`src/rtl/inst_fetch_bridge.sv`:
```
// inst_fetch_bridge: bridges the core's instruction-ROM port to a slow req/ack
// instruction bus through a small word buffer. Hits return in the same cycle;
// a miss raises stallreq_o while one bus transaction fills the buffer. A bus
// timeout fills the entry with NOP_INST and sets the sticky bus_err_o.
// Optional feature macro: IFB_PREFETCH_EN (two entries plus next-word prefetch).
module inst_fetch_bridge #(
    parameter int unsigned TIMEOUT  = 255,
    parameter logic [31:0] NOP_INST = 32'h0000_0000
) (
    input  logic        clk,
    input  logic        rst,
    input  logic        cpu_ce_i,
    input  logic [31:0] cpu_addr_i,
    output logic [31:0] cpu_inst_o,
    output logic        stallreq_o,
    output logic        bus_req_o,
    output logic [31:0] bus_addr_o,
    input  logic        bus_ack_i,
    input  logic [31:0] bus_data_i,
    output logic        bus_err_o
);

`ifdef IFB_PREFETCH_EN
    localparam int unsigned NENT = 2;
    typedef enum logic [1:0] {S_IDLE, S_REQ, S_PREF} state_t;
`else
    localparam int unsigned NENT = 1;
    typedef enum logic [0:0] {S_IDLE, S_REQ} state_t;
`endif

    localparam logic [7:0] TO_LAST = 8'(TIMEOUT - 1);

    state_t      state, state_next;
    logic [7:0]  count;
    logic        valid [NENT];
    logic [29:0] tag   [NENT];
    logic [31:0] data  [NENT];
    logic [31:0] word_addr;
    logic        hit, miss, timed_out;
    logic [31:0] hit_data;
`ifdef IFB_PREFETCH_EN
    logic        hit_idx, fill_sel, mru;
`endif

    assign word_addr = cpu_addr_i & ~32'h3;
    assign miss      = cpu_ce_i & ~hit;
    assign timed_out = (count == TO_LAST);

    // Buffer lookup: same-cycle hit data, NOP when disabled or missing.
    always_comb begin
        hit      = 1'b0;
        hit_data = NOP_INST;
`ifdef IFB_PREFETCH_EN
        hit_idx  = 1'b0;
`endif
        for (int unsigned i = 0; i < NENT; i++) begin
            if (cpu_ce_i && valid[i] && tag[i] == word_addr[31:2]) begin
                hit      = 1'b1;
                hit_data = data[i];
`ifdef IFB_PREFETCH_EN
                hit_idx  = 1'(i);
`endif
            end
        end
        cpu_inst_o = hit_data;
        stallreq_o = miss;
    end

    // State register.
    always_ff @(posedge clk or posedge rst) begin
        if (rst) state <= S_IDLE;
        else     state <= state_next;
    end

    // Next-state: demand on miss, return on ack (which beats timeout) or timeout.
    always_comb begin
        state_next = state;
        unique case (state)
            S_IDLE: if (miss) state_next = S_REQ;
`ifdef IFB_PREFETCH_EN
            S_REQ: begin
                if (bus_ack_i)      state_next = S_PREF;
                else if (timed_out) state_next = S_IDLE;
            end
            S_PREF: if (bus_ack_i || timed_out) state_next = S_IDLE;
`else
            S_REQ: if (bus_ack_i || timed_out) state_next = S_IDLE;
`endif
            default: state_next = S_IDLE;
        endcase
    end

    // Bus request, latched address, timeout counter and sticky error flag.
    always_ff @(posedge clk or posedge rst) begin
        if (rst) begin
            bus_req_o  <= 1'b0;
            bus_addr_o <= '0;
            bus_err_o  <= 1'b0;
            count      <= '0;
        end else begin
            unique case (state)
                S_IDLE: begin
                    if (miss) begin
                        bus_req_o  <= 1'b1;
                        bus_addr_o <= word_addr;
                        count      <= '0;
                    end
                end
                S_REQ: begin
                    if (bus_ack_i) begin
`ifdef IFB_PREFETCH_EN
                        // Request stays up: the next-word prefetch follows directly.
                        bus_addr_o <= bus_addr_o + 32'd4;
                        count      <= '0;
`else
                        bus_req_o  <= 1'b0;
`endif
                    end else if (timed_out) begin
                        bus_req_o <= 1'b0;
                        bus_err_o <= 1'b1;
                    end else begin
                        count <= count + 8'd1;
                    end
                end
`ifdef IFB_PREFETCH_EN
                S_PREF: begin
                    if (bus_ack_i) begin
                        bus_req_o <= 1'b0;
                    end else if (timed_out) begin
                        bus_req_o <= 1'b0;
                        bus_err_o <= 1'b1;
                    end else begin
                        count <= count + 8'd1;
                    end
                end
`endif
                default: bus_req_o <= 1'b0;
            endcase
        end
    end

`ifdef IFB_PREFETCH_EN
    // Buffer fill: demand goes to the entry not most recently hit, prefetch to the other.
    always_ff @(posedge clk or posedge rst) begin
        if (rst) begin
            for (int unsigned i = 0; i < NENT; i++) begin
                valid[i] <= 1'b0;
                tag[i]   <= '0;
                data[i]  <= NOP_INST;
            end
            fill_sel <= 1'b0;
            mru      <= 1'b0;
        end else begin
            if (hit) mru <= hit_idx;
            if (state == S_IDLE && miss) fill_sel <= ~mru;
            if (state == S_REQ && (bus_ack_i || timed_out)) begin
                valid[fill_sel] <= 1'b1;
                tag[fill_sel]   <= bus_addr_o[31:2];
                data[fill_sel]  <= bus_ack_i ? bus_data_i : NOP_INST;
                if (bus_ack_i) fill_sel <= ~fill_sel;
            end
            if (state == S_PREF) begin
                if (bus_ack_i) begin
                    valid[fill_sel] <= 1'b1;
                    tag[fill_sel]   <= bus_addr_o[31:2];
                    data[fill_sel]  <= bus_data_i;
                end else if (timed_out) begin
                    valid[fill_sel] <= 1'b0;
                end
            end
        end
    end
`else
    // Buffer fill: the single entry is overwritten on every completed transaction.
    always_ff @(posedge clk or posedge rst) begin
        if (rst) begin
            valid[0] <= 1'b0;
            tag[0]   <= '0;
            data[0]  <= NOP_INST;
        end else if (state == S_REQ && (bus_ack_i || timed_out)) begin
            valid[0] <= 1'b1;
            tag[0]   <= bus_addr_o[31:2];
            data[0]  <= bus_ack_i ? bus_data_i : NOP_INST;
        end
    end
`endif

endmodule

```
`config.mk`:
```
export PLATFORM = sky130hd
export DESIGN_NAME = inst_fetch_bridge
export DESIGN_NICKNAME = d
export VERILOG_FILES = /design/src/rtl/inst_fetch_bridge.sv
export SDC_FILE = /design/constraint.sdc
export NUM_CORES = 1
export LEC_CHECK = 0
export ABC_AREA = 1
export ABC_CLOCK_PERIOD_IN_PS = 4900
export CORE_ASPECT_RATIO = 1.75
export CORE_MARGIN = 2
export CORE_UTILIZATION = 45
export DETAILED_ROUTE_END_ITERATION = 10
export GPL_ROUTABILITY_DRIVEN = 0
export GPL_TIMING_DRIVEN = 0
export PLACE_DENSITY = 0.76
export SLEW_MARGIN = 10
export SYNTH_ARGS = -nofsm -noshare
export SYNTH_HDL_FRONTEND = slang
export SYNTH_SLANG_ARGS = --single-unit
```
`constraint.sdc`:
```
create_clock -name clk -period 4.9 [get_ports clk]
set_clock_uncertainty 0.2 [all_clocks]
set_input_delay 0.735 -clock clk [delete_from_list [all_inputs] [get_ports clk]]
set_output_delay 0.735 -clock clk [all_outputs]
set_load 0.02 [all_outputs]
```
==> results.yml <==
run_status:
  outcome: "finished, final reports clean"
power_and_ir_drop:
  p_leak_nw: 3.24
  peakVddDrop_v: 0.000223
  power.density_nw_per_um2: 391
global_routing:
  grt_pass1_vias: 4526
  antenna_found_initial: 0
  grt_max_degree: 61
  grt_usage_pct: 22.9
  gr-total-overflow: 0
  grt_pass1_wl_um: 21900
floorplan:
  start_util_pct: 46.0
  core-area_um2: 10700
  row_count: 50
  die_h_um: 142
  ios: 135
  die_x_um: 83.0
  die_area_um2: 11800
critical_path:
  r2r-end: "tag[25]"
  rr_startpoint: "count[6]"
  worstPathRequired_ps: 3960
  crit_chain: "clkdlybuf4s50_1, inv_1, nand2_1, nand2_1, inv_1, nand2_1, nor2_1, nand2_1, nor2_1, nand2_2, buf_1, nor2_1, clkdlybuf4s50_1"
  crit_arrival_ps: 3090
  worstRegToRegCells: 6
  critPathCaptureType: "output port"
  critPathLaunchType: "input port"
  crit_slowest_cell: "clkdlybuf4s50_1"
  cpMostUsedCell: "nand2_1"
  slowest_delay_ps: 630
  criticalPathCategory: "in2out"
  crit_fanout: 10
  ff2ff_setup_slack_ps: 2730
drt:
  first_pass_iters: 7
  routedWlPerCell_um: 14.8
  vias: 4482
  avgViaCountPerCell: 5.00
  routed_wl_um: 13300
  drc_errors: 0
  postRouteAntennaNets: 0
  drt_iter0_markers: 298
hold_path:
  holdCritStartpoint: "valid"
  hp-class: "reg2reg"
  hold_depth: 1
  min_to: "valid"
sta:
  maxSlewHeadroom_pct: 49.4
  setup_viol: 0
  grt_setup_unrepaired: "false"
  fin_crit_ps: 4020
  drv_slew: 0
  finalCritPeriodShare_pct: 82.1
  worst_pin_slew_ps: 759
  hold_viol_final: 0
  fmax_mhz: 248
  tns_ps: 0
clock_tree:
  clkTransAtPathRegs_ps: 70
  cts_tree: "done"
  ctsHoldBuffers: 0
  cts_buffers: 9
  cts.sinks: 104
  clk_path_buf_depth: 2
  postCtsSetupRepairBufs: 0
  clk_latency_ps: 350
  clockRootBuffer: "clkbuf_16"
  h-tree-depth: 3
  cts_resized: 0
logic_synthesis:
  syn_inst: 620
  synth_flop_cell: "dfrtp_1"
  synth_edf_count: 0
  avgSynthCellArea_um2: 7.94
  yosysSeqAreaShare_pct: 52.9
  syn_area_um2: 4920
  ys_warn_count: 0
  synthArstFlopShare_pct: 100
  ys_ff_latch: 104
  synth_cell_types: 33
cells_and_area:
  antenna_cells: 0
  drive_above_1_share_pct: 5.74
  nets: 832
  area_growth_pct: 36.6
  final_cell_area_um2: 6720
  final_cells: 896
place:
  dpl.hpwl_um: 9860
  port_buffers: 129
  placed_area_um2: 6400
  dp.cells: 881
run:
  drv_cap: 0
[registers in the layout, summed over array words and instances (netlist names)]
register / flops
bus_addr_o: 30
bus_err_o: 1
bus_req_o: 1
count: 8
data: 32
state: 1
tag: 30
valid: 1
[layer usage]
layer	vias up	global-route usage (%)	part of all wire [%]	wire, µm
met2	109	42.1	54	7230
met5	-	0	0	0
li1	2185	-	-	-
met4	0	8.97	2.1	276
met3	20	2.49	3.2	431
met1	2168	27.2	40	5350
[metrics by stage]
| stage | power [mW] | hold slack (ps) | util, % | setup slack [ps] |
|---|---|---|---|---|
| after floorplan | 1.57 | 239 | - | 1230 |
| after global placement | 1.83 | 251 | 59.6 | -203 |
| after detailed placement | 1.87 | 273 | 59.8 | 837 |
| after CTS | 2.65 | 289 | 62.8 | 829 |
| after global routing | 2.78 | 299 | 62.8 | 703 |
| final | 2.63 | 283 | 62.8 | 875 |
[Yosys cell counts, types with 2 or more instances]
library cell / instances / share of area [%]
a21oi_1: 5 / 0.51
buf_1: 3 / 0.23
buf_2: 7 / 0.71
buf_4: 5 / 0.76
buf_6: 5 / 1.1
clkbuf_1: 9 / 0.69
dfrtp_1: 104 / 53
ha_1: 2 / 0.51
inv_1: 102 / 7.8
nand2_1: 173 / 13
nand3_1: 43 / 4.4
nand4_1: 2 / 0.25
nor2_1: 43 / 3.3
nor3_1: 6 / 0.61
o21ai_0: 83 / 8.4
o21ai_1: 2 / 0.20
or2_2: 2 / 0.25
xnor2_1: 9 / 1.6
[worst max-delay path, delay by kind of cell]
family / cells / cell delay (ps)
buf+inv: 5 / 1520
simple gates: 8 / 830
[logic make-up (layout without fill, tap and decap cells)]
kind of cell / count (synthesis) / in the layout / synth area share, %
XOR/XNOR: 10 / 10 / 1.78
flip-flops: 104 / 104 / 52.9
other: 1 / 2 / 0.0762
AO/OA/AOI/OAI: 94 / 94 / 9.77
AND/OR/NAND/NOR: 277 / 277 / 23.6
adder cells (fa/ha/maj): 2 / 2 / 0.509
buffers and inverters: 132 / 277 / 11.4
[worst max-delay path by stage]
stage	from	slack (ps)	cells past startpoint	end
3_3_place_gp	rst	-200	2	bus_addr_o[19]
5_1_grt	cpu_addr_i[12]	700	13	cpu_inst_o[15]
6_report	cpu_addr_i[12]	880	13	cpu_inst_o[21]
4_1_cts	cpu_addr_i[12]	830	13	cpu_inst_o[21]
2_1_floorplan	rst	1230	1	bus_addr_o[10]
3_5_place_dp	cpu_addr_i[12]	840	13	cpu_inst_o[21]
[layout make-up]
cell class,instances,area [µm²]
Fill cell,925,3980
Multi-Input combinational cell,385,1760
Inverter,102,385
Clock buffer,10,239
Sequential cell,104,2600
Buffer,30,179
Timing Repair Buffer,130,1310
Clock inverter,5,81.3
Tap cell,130,163
[cell usage in the layout, fill, tap and decap left out, types with 2 or more instances in the layout]
| cell | instances |
|---|---|
| xnor2_1 | 9 |
| buf_1 | 3 |
| ha_1 | 2 |
| clkbuf_1 | 9 |
| or2_2 | 2 |
| buf_6 | 5 |
| bufinv_16 | 2 |
| clkdlybuf4s50_1 | 129 |
| clkbuf_16 | 9 |
| o21ai_1 | 2 |
| dfrtp_1 | 104 |
| o21ai_0 | 83 |
| buf_2 | 7 |
| buf_4 | 5 |
| nand3_1 | 43 |
| inv_1 | 101 |
| nand2_1 | 173 |
| nand4_1 | 2 |
| nor3_1 | 6 |
| nor2_1 | 43 |
| a21oi_1 | 5 |
| conb_1 | 2 |
[report_power, final]
part           total [mW]  leakage (nW)  internal [mW]  switching (mW)
clock               0.772         0.155          0.459           0.313
sequential           1.17          1.30           1.05           0.118
combinational       0.684          1.78          0.294           0.390
total                2.63          3.24           1.81           0.820
Power figures use the tool's default switching activity.
